File: config.mk
export PLATFORM = sky130hd
export DESIGN_NAME = fifo_ctrl_thr
export DESIGN_NICKNAME = d
export VERILOG_FILES = /design/src/rtl/fifo_ctrl_pkg.sv /design/src/rtl/fifo_ctrl_ptr.sv /design/src/rtl/fifo_ctrl_thr.sv
export SDC_FILE = /design/constraint.sdc
export NUM_CORES = 1
export LEC_CHECK = 0
export ABC_AREA = 1
export BUFFER_PORTS_ARGS = -buffer_cell sky130_fd_sc_hd__buf_2
export CAP_MARGIN = 20
export CORE_MARGIN = 4
export CORE_UTILIZATION = 67
export CTS_BUF_LIST = sky130_fd_sc_hd__clkbuf_8
export DETAILED_ROUTE_END_ITERATION = 10
export GPL_TIMING_DRIVEN = 0
export PLACE_DENSITY = 0.88
export SYNTH_ARGS = -nofsm -noshare
export SYNTH_HDL_FRONTEND = slang
export SYNTH_SLANG_ARGS = --single-unit
File: constraint.sdc
create_clock -name clk -period 5.7 [get_ports clk]
set_input_delay 0.57 -clock clk [delete_from_list [all_inputs] [get_ports clk]]
set_output_delay 0.57 -clock clk [all_outputs]
set_load 0.02 [all_outputs]
File: src/rtl/fifo_ctrl_pkg.sv
// Shared types and helpers for the threshold FIFO controller.
// Latency: n/a (declarations only).
// Backpressure: n/a.
package fifo_ctrl_pkg;

  // Index arithmetic is done at this fixed width and then cast down, so one
  // increment helper can serve pointers of any parameterised width.
  localparam int unsigned IDX_MAXW = 32;

  // Pointer width; never zero even for the smallest legal depth.
  function automatic int unsigned ptrwd_f(input int unsigned depth);
    return (depth > 2) ? $clog2(depth) : 1;
  endfunction

  // Occupancy width: must hold the value DEPTH itself, hence depth+1.
  function automatic int unsigned cntwd_f(input int unsigned depth);
    return $clog2(depth + 1);
  endfunction

  typedef struct packed {
    logic ovf;
    logic udf;
  } err_flags_t;

  // Explicit wrap at depth-1 so non-power-of-two depths work.
  function automatic logic [IDX_MAXW-1:0] ptr_inc(input logic [IDX_MAXW-1:0] ptr,
                                                  input logic [IDX_MAXW-1:0] depth);
    return (ptr == depth - 1) ? '0 : ptr + 1;
  endfunction

endpackage

File: src/rtl/fifo_ctrl_ptr.sv
// Wrap-around FIFO pointer: advances by one when enabled, 0 after DEPTH-1.
// Latency: new value visible one cycle after en_i.
// Backpressure: none; the caller qualifies en_i.
// Ports: clk, resetn (async active-low), en_i (advance), ptr_o (current index).
module fifo_ctrl_ptr
  import fifo_ctrl_pkg::*;
#(
  parameter int unsigned DEPTH = 8,
  parameter int unsigned PTRWD = ptrwd_f(DEPTH)
) (
  input  logic             clk,
  input  logic             resetn,
  input  logic             en_i,
  output logic [PTRWD-1:0] ptr_o
);

  logic [PTRWD-1:0] ptr_q, ptr_d;

  always_comb begin
    ptr_d = ptr_q;
    if (en_i) begin
      ptr_d = PTRWD'(ptr_inc(IDX_MAXW'(ptr_q), IDX_MAXW'(DEPTH)));
    end
  end

  always_ff @(posedge clk or negedge resetn) begin
    if (!resetn) begin
      ptr_q <= '0;
    end else begin
      ptr_q <= ptr_d;
    end
  end

  assign ptr_o = ptr_q;

endmodule

File: src/rtl/fifo_ctrl_thr.sv
// Show-ahead synchronous FIFO with almost-full/almost-empty watermarks and sticky error flags.
// Latency: a push at edge N is on data_out (pop_ack=1) after edge N; no bypass when empty.
// Backpressure: push_ack=~full, pop_ack=~empty; refused requests change nothing.
// Ports: clk, resetn; push_req/push_ack/data_in; pop_req/pop_ack/data_out;
//        afull_lvl/aempty_lvl (watermarks), count, almost_full, almost_empty;
//        err_ovf/err_udf (sticky), err_clr.
// Build option: define FIFO_CTRL_ERR_EN to include the sticky error flags;
//        otherwise err_ovf/err_udf read 0 and err_clr is ignored.
module fifo_ctrl_thr
  import fifo_ctrl_pkg::*;
#(
  parameter int unsigned DEPTH = 8,
  parameter int unsigned WIDTH = 32,
  parameter int unsigned CNTWD = cntwd_f(DEPTH)
) (
  input  logic             clk,
  input  logic             resetn,
  input  logic             push_req,
  output logic             push_ack,
  input  logic [WIDTH-1:0] data_in,
  input  logic             pop_req,
  output logic             pop_ack,
  output logic [WIDTH-1:0] data_out,
  input  logic [CNTWD-1:0] afull_lvl,
  input  logic [CNTWD-1:0] aempty_lvl,
  output logic [CNTWD-1:0] count,
  output logic             almost_full,
  output logic             almost_empty,
  output logic             err_ovf,
  output logic             err_udf,
  input  logic             err_clr
);

  localparam int unsigned      PTRWD   = ptrwd_f(DEPTH);
  localparam logic [CNTWD-1:0] DEPTH_C = CNTWD'(DEPTH);
  localparam logic [CNTWD:0]   ONE_X   = (CNTWD+1)'(1);

  logic [CNTWD-1:0] count_q, count_d;
  logic [CNTWD:0]   cnt_ext;
  logic [PTRWD-1:0] wptr, rptr;
  logic             full, empty, wr, rd;
  logic [WIDTH-1:0] mem_q [DEPTH];

  // Flags come from the registered count only, so no request input reaches
  // any output combinationally.
  assign full  = (count_q == DEPTH_C);
  assign empty = (count_q == '0);
  assign wr    = push_req & ~full;
  assign rd    = pop_req & ~empty;

  fifo_ctrl_ptr #(.DEPTH(DEPTH), .PTRWD(PTRWD)) u_wptr (
    .clk    (clk),
    .resetn (resetn),
    .en_i   (wr),
    .ptr_o  (wptr)
  );

  fifo_ctrl_ptr #(.DEPTH(DEPTH), .PTRWD(PTRWD)) u_rptr (
    .clk    (clk),
    .resetn (resetn),
    .en_i   (rd),
    .ptr_o  (rptr)
  );

  // Storage is deliberately not reset; contents are meaningless until written.
  always_ff @(posedge clk) begin
    if (wr) begin
      mem_q[wptr] <= data_in;
    end
  end

  assign data_out = mem_q[rptr];

  // One extra bit of headroom for the +/-1 step; wr/rd gating keeps the
  // result inside 0..DEPTH.
  always_comb begin
    cnt_ext = {1'b0, count_q};
    if (wr && !rd) begin
      cnt_ext = cnt_ext + ONE_X;
    end else if (rd && !wr) begin
      cnt_ext = cnt_ext - ONE_X;
    end
    count_d = cnt_ext[CNTWD-1:0];
  end

  always_ff @(posedge clk or negedge resetn) begin
    if (!resetn) begin
      count_q <= '0;
    end else begin
      count_q <= count_d;
    end
  end

  assign count    = count_q;
  assign push_ack = ~full;
  assign pop_ack  = ~empty;

  // Plain unsigned compares already give the corner cases: a level of 0
  // always reads almost-full, a level above DEPTH never does, and an
  // almost-empty level at or above DEPTH always reads almost-empty.
  assign almost_full  = (count_q >= afull_lvl);
  assign almost_empty = (count_q <= aempty_lvl);

`ifdef FIFO_CTRL_ERR_EN
  err_flags_t err_q, err_d;

  // Clear first, then set, so an offending request in the clear cycle wins.
  always_comb begin
    err_d = err_q;
    if (err_clr) begin
      err_d = '0;
    end
    if (push_req && full) begin
      err_d.ovf = 1'b1;
    end
    if (pop_req && empty) begin
      err_d.udf = 1'b1;
    end
  end

  always_ff @(posedge clk or negedge resetn) begin
    if (!resetn) begin
      err_q <= '0;
    end else begin
      err_q <= err_d;
    end
  end

  assign err_ovf = err_q.ovf;
  assign err_udf = err_q.udf;
`else
  logic err_clr_unused;
  assign err_clr_unused = err_clr;
  assign err_ovf        = 1'b0;
  assign err_udf        = 1'b0;
`endif

endmodule

==> results.md <==
- Vias in the first global route: 7320
- Synthesized instance count: 961
- Initial DRT Pass Iterations: 6
- Crit start category: flip-flop
- Vias per inst: 5.60
- Buf/Inv on CP: 4
- Max Slew Vio Count: 0
- Final net count: 1157
- Post-CTS Resized: 0
- Maxcap violations: 0
- Leak: 5.00 nW
- Power per cell area: 535 nW/µm²
- Starting DRT DRC Count: 854
- CP Cell Sequence: inv_1 -> buf_4 -> clkbuf_1 -> o21ai_0 -> o21ai_0 -> nand2_1 -> nand2_1 -> buf_2
- Max incr delay on CP: 420 ps
- Area of the multi-input gates: 2750 µm²
- Worst vdd ir: 0.318 mV
- Wirelength per Cell: 18.0 µm
- CP Capture Type: output port
- Post-DP Area: 11900 µm²
- Dpl hpwl: 15.5 mm
- Pin count of the biggest net entering global routing: 32
- Number of synthesized register bits: 266
- Overall routing resource usage: 26.2%
- Clock Skew: 13.3 ps
- Final instance area: 12700 µm²
- Syn avg cell area: 11.4 µm²
- Port bufs: 83
- Fill cell count: 909
- Total power draw: 6.78 mW
- Initial core utilization: 68.7%
- Grt ovf: 0
- Fin crit period: 2930 ps
- Unrepaired setup endpoints after global routing: false
- Worst slew margin: 52.2%
- Synth warnings: 0
- Hold Vio Cnt, Final: 0
- Core box area: 16000 µm²
- Initial antenna violation count: 0
- CTS root buf: clkbuf_8
- Clock Latency Late Sink: 530 ps
- Kind of critical path: flip-flop to output port
- Share of cells above drive strength 1: 15.6%
- Reg area: 7940 µm²
- IO Count: 87
- Dpl ws: 3320 ps
- Layout area overhead: 15.4%
- FP Rows: 46
- Req. time, crit path: 5130 ps
- Vias: 7504
- Tcrit/Tclk final: 51.3%
- First-pass GRT wire length: 36.7 mm
- Post-route ant nets: 0
- Setup ws final: 2770 ps
- # clock sinks: 266
- Die height: 136 µm
- Hold WC Path Type: primary input to flip-flop
- Register area share after synthesis: 72.2%
- Delay-heaviest family, CP: buffers and inverters
- Antenna Cells: 0
- # DRC: 0
- CTS Buf Count: 40
- Routed Wire Length: 24.2 mm
- Maximum clock frequency: 0.342 GHz
- Worst slew pin tran: 717 ps
- CTS tree: done
- Status: completed
- Final setup violation count: 0
- CTS HTree Levels: 2
- Cell Area, Synth: 11000 µm²
- Setup TNS: 0 ps
- GP Congestion: 0.810
- Clk slew on worst S/H paths: 60 ps
- CTS Buffer Depth: 3
- Crit Path Max Fanout: 10
- Slowest cell on the critical path: clkbuf_1
- Die span in x: 136 µm
- Arrival @ worst endpoint: 2360 ps
- Die ar.: 18500 µm²
- Unique cell type count in the Yosys netlist: 23
==> state kept, by name, indices dropped and copies added, names as in the netlist <==
| name | cells |
|---|---|
| count | 4 |
| mem_q | 256 |
| u_rptr.ptr_o | 3 |
| u_wptr.ptr_o | 3 |
==> Yosys cell counts <==
library cell | instances | area, µm²
ha_1 | 15 | 188
edfxtp_1 | 256 | 7690
nand3_1 | 6 | 30.0
a21oi_1 | 7 | 35.0
clkbuf_1 | 15 | 56.3
inv_1 | 20 | 75.1
nand4_1 | 1 | 6.26
o21ai_0 | 113 | 566
o21ai_1 | 21 | 105
nor2_1 | 174 | 653
conb_1 | 1 | 3.75
nand2_1 | 280 | 1050
inv_2 | 1 | 3.75
buf_4 | 9 | 67.6
dfrtp_1 | 10 | 250
o211ai_1 | 1 | 7.51
buf_8 | 1 | 15.0
buf_2 | 12 | 60.1
fa_1 | 1 | 20.0
buf_1 | 9 | 33.8
buf_6 | 5 | 56.3
or2_2 | 1 | 6.26
xnor2_1 | 2 | 17.5
==> placed cells by master, fill, tap and decap left out <==
master         synthesis  routed
dlygate4sd3_1          0       1
inv_2                  1       1
conb_1                 1       2
buf_4                  9       9
ha_1                  15      15
o211ai_1               1       1
inv_1                 20      31
clkinv_2               0       5
or2_2                  1       1
buf_2                 12      95
nor2_1               174     166
o21ai_0              113     113
o21ai_1               21      21
nand4_1                1       1
clkbuf_8               0      41
bufinv_16              0       2
buf_8                  1       1
nor2_4                 0       8
buf_12                 0       3
buf_1                  9       9
xnor2_1                2       2
clkinv_1               0      12
buf_16                 0       5
edfxtp_1             256     256
fa_1                   1       1
dfrtp_1               10      10
buf_6                  5       5
clkbuf_1              15      15
nand2_1              280     280
a21oi_1                7       7
nand3_1                6       6
==> stage by stage <==
| stage | cells | hold WS (ps) | utilization, % |
|---|---|---|---|
| after global routing | 1341 | 284 | 79.3 |
| after global placement | 1261 | 453 | 73.0 |
| after CTS | 1341 | 287 | 79.3 |
| final | 1341 | 310 | 79.3 |
| after floorplan | 962 | 274 | - |
| after detailed placement | 1269 | 456 | 74.6 |
==> cells by family (layout without fill, tap and decap cells) <==
| logic type | after synthesis | after routing | share of synthesized area (%) |
|---|---|---|---|
| AO/OA/AOI/OAI | 142 | 142 | 6.49 |
| AND/OR/NAND/NOR | 462 | 462 | 15.9 |
| adder cells (fa/ha/maj) | 16 | 16 | 1.89 |
| XOR/XNOR | 2 | 2 | 0.159 |
| other | 1 | 2 | 0.0341 |
| flip-flops | 266 | 266 | 72.2 |
| buffers and inverters | 72 | 235 | 3.35 |
==> path summary, 6_finish.rpt <==
path / cells past startpoint / slack (ps) / from / to
max: 8 / 2770 / u_rptr.ptr_o[1] / data_out[14]
min: 1 / 310 / data_in[24] / mem_q[6][24]
max reg2reg: 7 / 3310 / count[1] / mem_q[7][31]
min reg2reg: 2 / 590 / u_wptr.ptr_o[0] / u_wptr.ptr_o[0]
max in group asynchronous: 2 / 5000 / resetn / u_rptr.ptr_o[0]
min in group asynchronous: 2 / 470 / resetn / u_wptr.ptr_o[2]
==> repair_timing <==
action                    CTS  global route
hold endpoints to repair   10             0
buffers inserted            0             0
hold buffers                1             0
==> area by class of cell <==
type / instances / area share (%)
sequential: 266 / 62.6
timing repair buffer: 92 / 4.91
tap: 216 / 2.13
clock buffer: 41 / 4.45
inverter: 21 / 0.621
buffer: 51 / 2.28
multi-input combinational: 624 / 21.7
clock inverter: 30 / 1.35
==> worst reg2reg max path, cell delays in order (launching register included) <==
cell,delay (ps)
dfrtp_1,510
nor2_1,100
nand3_1,100
nand2_1,80
inv_1,160
nand2_1,270
nor2_4,610
buf_16,240
==> routing by layer <==
layer	global-route usage (%)	share of wire, %
met5	0	0
met4	10.9	3.1
met3	5.55	9.2
met2	43.8	49
met1	33.9	38
==> report_power, final <==
group / switching, mW / leakage (nW) / internal (mW)
clock network: 0.698 / 0.420 / 0.759
logic: 1.91 / 2.14 / 0.861
registers: 0.103 / 2.44 / 2.45
total: 2.71 / 5.00 / 4.07
Power figures use the tool's default switching activity.
